==> src/rtl/keypad_scan.sv <==
// 4x4 active-low key matrix scanner: row-by-row sampling, whole-matrix debounce,
// and a small FIFO of newly pressed key codes popped with valid/ack.
module keypad_scan #(
  parameter int SCAN_DIV       = 50000,
  parameter int DEBOUNCE_SCANS = 4,
  parameter int FIFO_DEPTH     = 4
) (
  input  logic        clk,
  input  logic        rst,
  output logic [3:0]  row_out,
  input  logic [3:0]  col_in,
  output logic [15:0] key_state,
  output logic        key_valid,
  output logic [3:0]  key_code,
  input  logic        key_ack,
  output logic        overflow,
  input  logic        overflow_clr,
  output logic [1:0]  dbg_state
);

  localparam int DIV_W = $clog2(SCAN_DIV);
  localparam int STB_W = $clog2(DEBOUNCE_SCANS + 1);
  localparam int PTR_W = $clog2(FIFO_DEPTH);
  localparam int CNT_W = PTR_W + 1;
  localparam logic [STB_W-1:0] STB_MAX  = STB_W'(DEBOUNCE_SCANS);
  localparam logic [DIV_W-1:0] DIV_LAST = DIV_W'(SCAN_DIV - 1);
  localparam logic [CNT_W-1:0] CNT_FULL = CNT_W'(FIFO_DEPTH);

  typedef enum logic [1:0] {
    ST_IDLE = 2'd0,
    ST_SCAN = 2'd1,
    ST_PUSH = 2'd2
  } state_t;

  state_t           state_q, state_d;
  logic [1:0]       row_q, row_d;
  logic [DIV_W-1:0] div_q, div_d;
  logic [15:0]      snap_q, snap_d;
  logic [15:0]      prev_q, prev_d;
  logic [STB_W-1:0] stable_q, stable_d;
  logic [15:0]      key_state_q, key_state_d;
  logic [15:0]      new_press_q, new_press_d;
  logic [3:0]       idx_q, idx_d;
  logic [3:0]       col_meta_q, col_meta_d;
  logic [3:0]       col_sync_q, col_sync_d;
  logic [3:0]       mem_q [FIFO_DEPTH];
  logic [3:0]       mem_d [FIFO_DEPTH];
  logic [PTR_W-1:0] wr_ptr_q, wr_ptr_d;
  logic [PTR_W-1:0] rd_ptr_q, rd_ptr_d;
  logic [CNT_W-1:0] count_q, count_d;
  logic             overflow_q, overflow_d;

  logic [15:0] snap_full;
  logic        push, do_push, pop, full;

  always_comb begin
    state_d     = state_q;
    row_d       = row_q;
    div_d       = div_q;
    snap_d      = snap_q;
    prev_d      = prev_q;
    stable_d    = stable_q;
    key_state_d = key_state_q;
    new_press_d = new_press_q;
    idx_d       = idx_q;
    col_meta_d  = col_in;
    col_sync_d  = col_meta_q;
    row_out     = 4'hF;
    push        = 1'b0;
    snap_full   = snap_q;
    snap_full[{row_q, 2'b00} +: 4] = ~col_sync_q;

    case (state_q)
      ST_IDLE: state_d = ST_SCAN;
      ST_SCAN: begin
        row_out = ~(4'b0001 << row_q);
        if (div_q == DIV_LAST) begin
          div_d  = '0;
          snap_d = snap_full;
          row_d  = row_q + 2'd1;
          // Last row of the scan closes a full snapshot: run the debounce on it.
          if (row_q == 2'd3) begin
            prev_d = snap_full;
            if (snap_full == prev_q)
              stable_d = (stable_q == STB_MAX) ? stable_q : stable_q + STB_W'(1);
            else
              stable_d = STB_W'(1);
            if (stable_d == STB_MAX && snap_full != key_state_q) begin
              key_state_d = snap_full;
              new_press_d = snap_full & ~key_state_q;
              if ((snap_full & ~key_state_q) != 16'h0) begin
                state_d = ST_PUSH;
                idx_d   = 4'd0;
              end
            end
          end
        end else begin
          div_d = div_q + DIV_W'(1);
        end
      end
      ST_PUSH: begin
        push  = new_press_q[idx_q];
        idx_d = idx_q + 4'd1;
        if (idx_q == 4'd15) begin
          state_d = ST_SCAN;
          row_d   = 2'd0;
          div_d   = '0;
        end
      end
      default: state_d = ST_IDLE;
    endcase
  end

  // FIFO: a pop frees a slot in the same cycle, so push+pop while full never drops.
  always_comb begin
    full       = (count_q == CNT_FULL);
    key_valid  = (count_q != '0);
    pop        = key_ack && key_valid;
    do_push    = push && (!full || pop);
    mem_d      = mem_q;
    wr_ptr_d   = wr_ptr_q;
    rd_ptr_d   = rd_ptr_q;
    count_d    = count_q;
    overflow_d = overflow_clr ? 1'b0 : overflow_q;
    if (push && full && !pop) overflow_d = 1'b1;
    if (do_push) begin
      mem_d[wr_ptr_q] = idx_q;
      wr_ptr_d        = wr_ptr_q + PTR_W'(1);
    end
    if (pop) rd_ptr_d = rd_ptr_q + PTR_W'(1);
    case ({do_push, pop})
      2'b10:   count_d = count_q + CNT_W'(1);
      2'b01:   count_d = count_q - CNT_W'(1);
      default: count_d = count_q;
    endcase
  end

  assign key_code  = key_valid ? mem_q[rd_ptr_q] : 4'h0;
  assign key_state = key_state_q;
  assign overflow  = overflow_q;
  assign dbg_state = state_q;

  always_ff @(posedge clk) begin
    if (rst) begin
      state_q     <= ST_IDLE;
      row_q       <= 2'd0;
      div_q       <= '0;
      snap_q      <= 16'h0;
      prev_q      <= 16'h0;
      stable_q    <= '0;
      key_state_q <= 16'h0;
      new_press_q <= 16'h0;
      idx_q       <= 4'd0;
      col_meta_q  <= 4'hF;
      col_sync_q  <= 4'hF;
      for (int i = 0; i < FIFO_DEPTH; i++) mem_q[i] <= 4'h0;
      wr_ptr_q    <= '0;
      rd_ptr_q    <= '0;
      count_q     <= '0;
      overflow_q  <= 1'b0;
    end else begin
      state_q     <= state_d;
      row_q       <= row_d;
      div_q       <= div_d;
      snap_q      <= snap_d;
      prev_q      <= prev_d;
      stable_q    <= stable_d;
      key_state_q <= key_state_d;
      new_press_q <= new_press_d;
      idx_q       <= idx_d;
      col_meta_q  <= col_meta_d;
      col_sync_q  <= col_sync_d;
      mem_q       <= mem_d;
      wr_ptr_q    <= wr_ptr_d;
      rd_ptr_q    <= rd_ptr_d;
      count_q     <= count_d;
      overflow_q  <= overflow_d;
    end
  end

endmodule

==> config.mk <==
export PLATFORM = sky130hd
export DESIGN_NAME = keypad_scan
export DESIGN_NICKNAME = d
export VERILOG_FILES = /design/src/rtl/keypad_scan.sv
export SDC_FILE = /design/constraint.sdc
export NUM_CORES = 1
export LEC_CHECK = 0
export CORE_MARGIN = 2
export CORE_UTILIZATION = 52
export DETAILED_ROUTE_END_ITERATION = 10
export GPL_ROUTABILITY_DRIVEN = 0
export HOLD_SLACK_MARGIN = 0.05
export MAX_ROUTING_LAYER = met4
export PLACE_DENSITY = 0.78
export RECOVER_POWER = 100
export SYNTH_ARGS = -nofsm -noshare
export SYNTH_HDL_FRONTEND = slang
export SYNTH_SLANG_ARGS = --single-unit
==> constraint.sdc <==
create_clock -name clk -period 4.1 [get_ports clk]
set_input_delay 1.23 -clock clk [delete_from_list [all_inputs] [get_ports clk]]
set_output_delay 1.23 -clock clk [all_outputs]
set_load 0.02 [all_outputs]
; ---- Word level (Yosys, flattened, before mapping)
; Cells that the tools add are included.
[classes]
shift = 3
muxes = 37
eq_ne = 17
n_addsub = 9
n_lt_le_gt_ge = 4
reduce_logical = 22
n_bitwise = 6
[op_table]
columns = operator, count
row1 = two-way mux 4 bit, 9
row2 = bitwise mux 16 bit, 2
row3 = two-way mux 16 bit, 2
row4 = one-hot mux 16 bit (2 select lines), 1
row5 = "adder 16 x 1 -> 16 bit, second input constant", 1
row6 = bitwise AND 16 bit, 1
row7 = equality test 16 bit, 1
row8 = "equality test 16 bit, second input constant", 1
row9 = != test 16 bit, 1
row10 = NOT 16 bit, 1
row11 = nonzero test 16 bit, 1
row12 = "variable shift 4 x 6 -> 16 bit, first input constant", 1
row13 = indexed part select 4 x 6 -> 16 bit, 1
row14 = two-way mux 3 bit, 5
row15 = two-way mux 2 bit, 7
row16 = "!= test 2 bit, second input constant", 5
row17 = AND reduction 5 bit, 2
row18 = "equality test 3 bit, second input constant", 3
row19 = binary-select mux 4 bit (select 2 bit), 1
row20 = demux 4 bit (select 2 bit), 1
row21 = NOT 4 bit, 2
row22 = one-hot mux 4 bit (2 select lines), 1
row23 = "adder 2 x 1 -> 2 bit, second input constant", 3
row24 = "adder 3 x 1 -> 3 bit, second input constant", 2
row25 = 25 further kinds, 43
[totals]
output_inout_bits = 28
reg_bits = 123
wordCells = 117
input_bits = 8

; ---- Longest topological paths before layout
; Gate-level depths: netlist of the first run.
[logic_depth]
word_depth = 14
mapped_depth = 16
mapped_depth_nobuf = 12

; ---- Worst setup path after synthesis of the first run
; Ideal clock, no wire load.
[synth_path]
path_kind = reg-to-reg
startpoint = reg row_q[0]
endpoint = reg new_press_q[6]
arrival_time_ns = 3.442
path_slack_ns = 0.526
path_buffers = 4
path_stages_with_launch = 16
period_less_slack_ns = 3.574
t_required_ns = 3.968
path_cell_list = dfxtp_1 -> buf_2 -> inv_1 -> ha_1 -> buf_6 -> or3b_4 -> o31ai_1 -> ha_1 -> nand4_1 -> nor4_1 -> or3_1 -> or2_1 -> clkbuf_1 -> clkbuf_1 -> o21ai_0 -> a21oi_1
[synth_between]
elab_chain_len = 11
elab_cells_between_ends = 15
classes_between = add/sub (1) / eq/ne (4) / shift (2) / mux (5) / bitwise (1) / reduce/logical (2)
[synth_lines]
columns = item, line
row1 = "start, declared", 36  ; logic [1:0] row_q, row_d;
row2 = "start signal, assigned", 163  ; row_q <= row_d;
row3 = negation 4 -> 6 bit *, 71  ; snap_full[{row_q, 2'b00} +: 4] = ~col_sync_q;
row4 = indexed part select 4 x 6 -> 16 bit or variable shift 4 x 6 -> 16 bit (tied branches), 71
row5 = bitwise mux 16 bit *, 71
row6 = via snap_full[7], 53  ; logic [15:0] snap_full;
row7 = equality test 16 bit, 84  ; if (snap_full == prev_q)
row8 = two-way mux 3 bit, 84
row9 = two-way mux 3 bit, 82  ; if (row_q == 2'd3) begin
row10 = two-way mux 3 bit, 77  ; if (div_q == DIV_LAST) begin
row11 = two-way mux 3 bit, 73  ; case (state_q)
row12 = equality test 3 bit, 88  ; if (stable_d == STB_MAX && snap_full != key_state_q) begin
row13 = logical AND 1 bit *, 88
row14 = AND reduction 4 bit (no line) *, n/a
row15 = "end signal, assigned", 169  ; new_press_q <= new_press_d;
row16 = "end, declared", 42  ; logic [15:0] new_press_q, new_press_d;
; The timed path passes the listed nets; every way through them passes the cells marked *. The select of a mux whose other input is x is not followed.
; A chain may end at the register's enable or synchronous reset.

; ---- Worst setup path in the final report of the first run
[layout_path]
startpoint = reg row_q[1]
endpoint = reg new_press_q[11]
; Same word-level chain as after synthesis.

==> impl_metrics.yaml, run 1 <==
finish:
  multi_input_area_sq_um: 3360
  area.growth.synth_to_final_pct: 17.2
  drive_gt1_share_pct: 10.4
  instances_no_fill: 921
  num-fill-cells: 965
  regArea_sq_um: 2460
  n_antenna_cell: 0
  layout.nets: 809
floorplan:
  die_x_microns: 113
  num_rows: 39
  dieArea_sq_um: 12700
  io-pin-count: 36
  die_height_microns: 113
  core_sq_um: 11500
  initial_core_util_pct: 53.5
global_routing:
  grt_pass1_wl_mm: 26.2
  antenna_found_initial: 0
  track_usage_pct: 26.3
  grt_max_degree: 77
  grt_pass1_vias: 5357
  grt_overflow: 0
logic_synthesis:
  yosys.area.top_type: "dfxtp_1"
  dominantRegCellSynth: "dfxtp_1"
  syn-cell-area_sq_um: 6160
  avgSynthCellArea_sq_um: 8.40
  synth_area_leaders: "dfxtp_1 (40%), ha_1 (6.5%), a21oi_1 (5.8%)"
  synth-edff-count: 0
  netlist_top_cells_count: "dfxtp_1 (123), a21oi_1 (71), nand2_1 (67), nor2_1 (67)"
  ys_seq_area_share_pct: 40.0
  ys_ff_latch: 123
  synth.distinct_cells: 55
  synthArstFlopShare_pct: 0
  synth_nets: 775
  yosys.area.top_type_share_pct: 40.0
  synth_cells: 734
  ys_warn_count: 0
  synth_most_common_cell: "dfxtp_1"
cts:
  clkLatencyLatePin_ns: 0.42
  clk_path_buf_depth: 2
  cts-root-buf: "clkbuf_16"
  cts_setup_buffers: 0
  h-tree-depth: 4
  cts_tree: "yes"
  cts-resized-gates: 0
  cts_sinks: 123
  cts.reportedPaths.clkPinSlew_ns: 0.05
  cts_made_buffers: 17
  ctsHoldBuffers: 0
worst_setup_path:
  cp_max_fo: 27
  cp-start-kind: "flop"
  cp.required_ns: 4.33
  crit_arrival_ns: 4.06
  worst_setup_path_end_kind: "flop"
  critPathKind: "flop to flop"
drt:
  antenna_left: 0
  detail_route.wl_per_cell_microns: 17.0
  first_iter_violations: 501
  num_vias: 5512
  wl_mm: 15.7
  drt-pass1-iter-count: 8
  drc: 3
  routed_via_density: 5.98
timing:
  post-route-min-period_ns: 3.83
  final_hold_viol_count: 0
  setup-violations-final: 0
  report.final.slew_viol_count: 0
  clock.fmax_mhz: 261
  rsz0062_at_grt: "false"
  relSlewSlack_pct: 0.888
  finalSetupTns_ns: 0
  fin_skew_ns: 0.00711
  final.period_utilization_pct: 93.5
  worstMarginPinSlew_ns: 1.49
power_and_ir_drop:
  swShare_pct: 22.4
  power.share.clock_pct: 50.3
  internal-power_mw: 2.11
  cellLeakagePower_nw: 2.78
  max-vdd-ir-drop_v: 0.000448
  p_seq_share_pct: 44.5
  switchingPower_mw: 0.608
  power.density_nw_per_um2: 376
  pwr-share-comb_pct: 5.1
placed_design:
  hpwl_mm: 10.9
  placed_cells: 892
  io_buffers: 35
outcome:
  failed_checks: "design-rule violations"
  status: "complete, but fails checks"
hold_path:
  hold_path.class: "flop to flop"
job:
  cap_violations: 0
-- logic make-up after synthesis --
kind of cell / after synthesis / share of synthesized area [%]
compound gates: 156 / 15.1
simple gates: 293 / 23.8
buf+inv: 83 / 5.50
xor+xnor: 20 / 2.84
fa+ha+maj: 33 / 6.82
mux: 26 / 6.07
flops: 123 / 40.0
-- power groups by stage --
stage	sequential, mW	combinational (mW)	clock (mW)
5_1_grt	1.21	0.150	1.44
3_3_place_gp	1.23	0.132	0
4_1_cts	1.21	0.139	1.38
6_report	1.21	0.139	1.37
2_1_floorplan	1.23	0.0980	0
3_5_place_dp	1.24	0.137	0
-- final timing paths --
| check | from | end | slack, ns | depth (start not counted) |
|---|---|---|---|---|
| max | row_q[1]$_SDFFE_PP0P_ | new_press_q[11]$_SDFFE_PP0P_ | 0.27 | 11 |
| max reg2reg | row_q[1]$_SDFFE_PP0P_ | new_press_q[11]$_SDFFE_PP0P_ | 0.27 | 11 |
| min reg2reg | col_meta_q[2]$_SDFF_PP1_ | col_sync_q[2]$_SDFF_PP1_ | 0.41 | 1 |
| min | col_meta_q[2]$_SDFF_PP1_ | col_sync_q[2]$_SDFF_PP1_ | 0.41 | 1 |
-- final cells by class --
cell class / instances / share of cell area (%)
sequential: 123 / 34.1
clock inverter: 9 / 1.02
inverter: 38 / 1.97
multi-input combinational: 528 / 46.5
clock buffer: 20 / 6.46
tap: 143 / 2.48
timing repair buffer: 60 / 7.45
-- cells in the final DEF (no fill, tap or decap), drive strengths merged, types with 10 or more instances in the layout --
cell type and instances:
dfxtp 123, mux2i 16, or2 11, nand3 28, inv 37, nand4 10, nor2 69, nor3 33
nand2b 15, o21ai 38, xor2 14, a21oi 71, a211oi 13, ha 32, dlygate4sd3 28, clkbuf 23
nand2 67, and2 10, buf 23, nor4 18
-- flip-flops by register name, summed over array words and instances (netlist names) --
name / flops
col_meta_q: 4
col_sync_q: 4
count_q: 3
dbg_state: 2
div_q: 16
idx_q: 4
key_state: 16
mem_q: 16
new_press_q: 16
overflow: 1
prev_q: 16
rd_ptr_q: 2
row_q: 2
snap_q: 16
stable_q: 3
wr_ptr_q: 2
-- through the flow --
| stage | util, % | area (sq um) | hold slack [ns] | setup slack, ns | power (mW) |
|---|---|---|---|---|---|
| 6_report | 62.7 | 7220 | 0.407 | 0.267 | 2.72 |
| 5_1_grt | 62.7 | 7220 | 0.427 | 0.0252 | 2.80 |
| 4_1_cts | 62.8 | 7230 | 0.406 | 0.225 | 2.73 |
| 3_5_place_dp | 58.1 | 6690 | 0.393 | 0.327 | 1.37 |
| 3_3_place_gp | 58.1 | 6690 | 0.393 | 0.484 | 1.37 |
| 2_1_floorplan | - | 6160 | 0.389 | 0.526 | 1.33 |
-- per-layer routing --
| metal | share of wire [%] | global-route usage, % | vias up |
|---|---|---|---|
| li1 | - | - | 2662 |
| met1 | 43 | 31.2 | 2630 |
| met3 | 5.0 | 6.21 | 39 |
| met4 | 3.0 | 10.7 | 0 |
| met5 | 0 | - | - |
| met2 | 49 | 43.2 | 181 |
-- critical path: stages, from the launching register on --
cell and delay, ns:
dfxtp_1 0.39, inv_1 0.11, ha_1 0.50, or3b_4 0.46, o31ai_1 0.42, ha_1 0.31
nand4_1 0.12, nor4_1 0.08, or3_1 0.39, or2_2 0.51, o21ai_0 0.26, a21oi_1 0.09
Power figures use the tool's default switching activity.
==> inputs of run 2 (changes only) <==
DONT_BUFFER_PORTS = 1   (was unset)
PLACE_DENSITY = 0.74   (was 0.78)
==> impl_metrics.yaml, run 2 (synthesized netlist as in run 1, its figures left out) <==
timing:
  final_hold_viol_count: 0
  relSlewSlack_pct: 21.7
  final.period_utilization_pct: 92.4
  finalSetupTns_ns: 0
  post-route-min-period_ns: 3.79
  fin_skew_ns: 0.00595
  setup-violations-final: 0
  rsz0062_at_grt: "false"
  worst_slack_ns: 0.311
  clock.fmax_mhz: 264
  worstMarginPinSlew_ns: 1.17
  report.final.slew_viol_count: 0
worst_setup_path:
  cp_max_fo: 40
  critPathKind: "flop to flop"
  worst_setup_path_end_kind: "flop"
  ff2ff_setup_slack_ns: 0.31
  crit_arrival_ns: 4.11
  timing.rr.start: "row_q[1]$_SDFFE_PP0P_"
  ff2ff_path_depth: 10
  r2r_end: "key_state[1]$_SDFFE_PP0P_"
  cp.required_ns: 4.42
  worstSetupStartpoint: "row_q[1]$_SDFFE_PP0P_"
  cp-start-kind: "flop"
floorplan:
  io-pin-count: 36
  initial_core_util_pct: 53.5
  die_height_microns: 113
  die_x_microns: 113
  dieArea_sq_um: 12700
  num_rows: 39
  core_sq_um: 11500
global_routing:
  grt_pass1_wl_mm: 24.1
  track_usage_pct: 24.3
  antenna_found_initial: 0
  grt_pass1_vias: 4917
  grt_max_degree: 119
  grt_overflow: 0
placed_design:
  dp_slack_ns: 0.248
  hpwl_mm: 9.94
  io_buffers: 0
cts:
  cts-root-buf: "clkbuf_16"
  cts_made_buffers: 17
  clkLatencyLatePin_ns: 0.42
  cts.reportedPaths.clkPinSlew_ns: 0.05
  h-tree-depth: 4
  cts_sinks: 123
  ctsHoldBuffers: 0
  cts_tree: "yes"
  clk_path_buf_depth: 2
finish:
  area.growth.synth_to_final_pct: 10.8
  layout.nets: 770
  final_common_cell: "dfxtp_1"
  final_cell_mix: "dfxtp_1 (123), a21oi_1 (71), nor2_1 (68)"
  drive_gt1_share_pct: 9.84
  num-fill-cells: 989
  n_antenna_cell: 0
  final_util_pct: 59.3
drt:
  num_vias: 5282
  routed_via_density: 5.97
  drc: 4
  antenna_left: 0
  wl_mm: 14.5
  detail_route.wl_per_cell_microns: 16.4
  first_iter_violations: 490
  drt-pass1-iter-count: 8
job:
  cap_violations: 0
hold_path:
  min_to: "col_sync_q[3]$_SDFF_PP1_"
  hold_depth: 1
  hold_path.class: "flop to flop"
  min_from: "col_meta_q[3]$_SDFF_PP1_"
outcome:
  failed_checks: "design-rule violations"
  status: "complete, but fails checks"
power_and_ir_drop:
  cellLeakagePower_nw: 2.52
  power.density_nw_per_um2: 396
  max-vdd-ir-drop_v: 0.000321
==> run 2: cell types whose count changed in the layout (fill, tap and decap cells not counted), sizes merged <==
| cell | delta |
|---|---|
| clkdlybuf4s50 | -6 |
| dlygate4sd3 | -28 |
| buf | -8 |
| clkbuf | +3 |
| clkinvlp | +4 |
| clkinv | -1 |
==> run 2: final cells by class <==
| class | count | area (sq um) | share of cell area [%] |
|---|---|---|---|
| sequential | 123 | 2460 | 36.1 |
| inverter | 38 | 143 | 2.09 |
| timing repair buffer | 21 | 135 | 1.98 |
| clock buffer | 20 | 457 | 6.69 |
| multi-input combinational | 528 | 3350 | 49.1 |
| clock inverter | 12 | 98.8 | 1.45 |
| tap | 143 | 179 | 2.62 |
==> run 2: how the worst max path moves through the flow <==
stage / cells after the start / endpoint / slack [ns]
detailed placement: 11 / new_press_q[7]$_SDFFE_PP0P_ / 0.25
global placement: 11 / new_press_q[3]$_SDFFE_PP0P_ / 0.42
finish: 10 / key_state[1]$_SDFFE_PP0P_ / 0.31
global route: 10 / key_state[0]$_SDFFE_PP0P_ / 0.05
floorplan: 15 / new_press_q[6]$_SDFFE_PP0P_ / 0.53
CTS: 11 / new_press_q[7]$_SDFFE_PP0P_ / 0.24
==> run 2: repair_timing <==
action	4_1_cts	5_1_grt
resized for setup	0	1
hold endpoints to repair	0	0
endpoints found under the setup margin	0	20
setup buffers	0	0
==> run 2: per-stage QoR <==
step                      power [mW]  instance area [sq um]  hold slack [ns]  cells
after floorplan                 1.33                   6160            0.389    734
after global routing            2.79                   6830            0.412    885
after global placement          1.34                   6300            0.393    853
after detailed placement        1.34                   6300            0.393    853
final                           2.71                   6830            0.404    885
after CTS                       2.72                   6860            0.406    885
==> run 2: critical path, stage by stage (launching register included) <==
cell	delay, ns
dfxtp_1	0.40
inv_1	0.12
ha_1	0.49
or4b_1	0.55
o22ai_1	0.40
xor2_1	0.16
nor4_1	0.53
and4_1	0.27
buf_4	0.36
a21oi_1	0.12
a311oi_1	0.28
==> run 2: power breakdown <==
| group | switching, mW | total [mW] | internal [mW] |
|---|---|---|---|
| Sequential | 0.00805 | 1.21 | 1.20 |
| Clock | 0.535 | 1.39 | 0.856 |
| Combinational | 0.0719 | 0.103 | 0.0315 |
| Total | 0.615 | 2.71 | 2.09 |
==> run 2: per-layer routing <==
layer,GRT usage (%),vias up,part of all wire (%)
li1,-,2589,-
met3,6.91,21,5.3
met4,7.97,0,1.5
met2,37.9,145,47
met1,30.5,2527,46
met5,-,-,0
==> inputs of run 3 (changes only) <==
CAP_MARGIN = 20   (was unset)
CORE_MARGIN = 10   (was 2)
==> impl_metrics.yaml, run 3 (synthesized netlist as in run 1, its figures left out) <==
outcome:
  status: "complete, no violations"
timing:
  final.period_utilization_pct: 94.4
  fin_skew_ns: 0.00706
  final_hold_viol_count: 0
  clock.fmax_mhz: 258
  setup-violations-final: 0
  worst_slack_ns: 0.230
  relSlewSlack_pct: 23.4
  worstMarginPinSlew_ns: 1.14
  report.final.slew_viol_count: 0
  post-route-min-period_ns: 3.87
placed_design:
  hpwl_mm: 10.3
  placed_cells: 852
  io_buffers: 0
  dp_slack_ns: 0.243
floorplan:
  io-pin-count: 36
  die_height_microns: 129
  core_sq_um: 11500
  initial_core_util_pct: 53.5
  num_rows: 39
  dieArea_sq_um: 16600
  die_x_microns: 129
cts:
  ctsHoldBuffers: 0
  cts_made_buffers: 17
  cts-root-buf: "clkbuf_16"
  h-tree-depth: 4
  clk_path_buf_depth: 2
  clkLatencyLatePin_ns: 0.42
  cts_setup_buffers: 0
  cts_sinks: 123
  cts-resized-gates: 0
  cts_tree: "yes"
  cts.reportedPaths.clkPinSlew_ns: 0.05
drt:
  drc: 0
  wl_mm: 15.0
  routed_via_density: 5.98
  detail_route.wl_per_cell_microns: 16.9
  drt-pass1-iter-count: 5
  num_vias: 5283
  antenna_left: 0
  first_iter_violations: 713
finish:
  layout.nets: 769
  drive_gt1_share_pct: 10.3
  final_common_cell: "dfxtp_1"
  final_util_pct: 59.9
  n_antenna_cell: 0
  instances_no_fill: 884
  area.growth.synth_to_final_pct: 12.0
  final_cell_mix: "dfxtp_1 (123), a21oi_1 (71), nor2_1 (68)"
power_and_ir_drop:
  cellLeakagePower_nw: 2.57
  power.density_nw_per_um2: 416
  max-vdd-ir-drop_v: 0.000484
worst_setup_path:
  critPathKind: "flop to flop"
  worstSetupStartpoint: "row_q[1]$_SDFFE_PP0P_"
  cp.required_ns: 4.42
  timing.rr.start: "row_q[1]$_SDFFE_PP0P_"
  worst_setup_path_end_kind: "flop"
  cp-start-kind: "flop"
  crit_arrival_ns: 4.19
  cp_max_fo: 40
global_routing:
  busiest_layer: "met2"
  track_usage_pct: 19.2
  met2_usage_pct: 29.6
  grt_util_met1_pct: 22.8
  grt_overflow: 0
  grt_use_met3_pct: 6.37
  grt_pass1_vias: 5049
  antenna_found_initial: 0
  grt_max_degree: 119
  grt_pass1_wl_mm: 25.1
hold_path:
  hold_path.class: "flop to flop"
  min_from: "col_meta_q[1]$_SDFF_PP1_"
job:
  cap_violations: 0
run 3: cell types whose count changed in the layout (fill, tap and decap cells not counted):
cell,change
inv_6,+1
o22ai_1,-1
clkinv_2,-1
clkbuf_8,+2
clkbuf_1,-3
bufinv_16,+2
o22ai_2,+1
buf_4,+1
clkinvlp_4,-3
run 3: metrics by stage:
step	power, mW	setup TNS (ns)	area [sq um]	hold slack [ns]
floorplan	1.33	0	6160	0.389
global placement	1.34	0	6300	0.392
detailed placement	1.34	0	6300	0.392
CTS	2.89	0	6920	0.407
global route	2.96	-0.00877	6900	0.420
finish	2.87	0	6900	0.406
run 3: worst paths after layout:
| kind | to | slack (ns) | cells past startpoint |
|---|---|---|---|
| setup / recovery | key_state[0]$_SDFFE_PP0P_ | 0.23 | 11 |
| hold / removal | col_sync_q[1]$_SDFF_PP1_ | 0.41 | 1 |
| setup reg to reg | key_state[0]$_SDFFE_PP0P_ | 0.23 | 11 |
| hold reg to reg | col_sync_q[1]$_SDFF_PP1_ | 0.41 | 1 |
run 3: worst max-delay path, stage by stage, from the launching register on:
cell and delay, ns:
dfxtp_1 0.41, inv_1 0.13, ha_1 0.51, or4b_1 0.60, o22ai_1 0.32, buf_4 0.20, xor2_1 0.06, nor4_1 0.48
and4_1 0.28, buf_4 0.37, a21oi_1 0.12, a311oi_1 0.29
run 3: layer usage:
metal | vias up | share of wire, %
met5 | - | 0
li1 | 2590 | -
met2 | 152 | 48
met3 | 28 | 6.3
met4 | 0 | 1.9
met1 | 2513 | 44
run 3: final cells by class:
class,instances,area (sq um)
inverters,38,143
fillers,1006,4620
clock inverters,11,140
repair buffers,20,135
well taps,143,179
multi-input cells,528,3360
flip-flops and latches,123,2460
clock buffers,21,480
run 3: power by group:
part           internal [mW]  switching, mW  total, mW
registers               1.20        0.00804       1.21
clock network           1.02          0.537       1.55
logic                 0.0311         0.0729      0.104
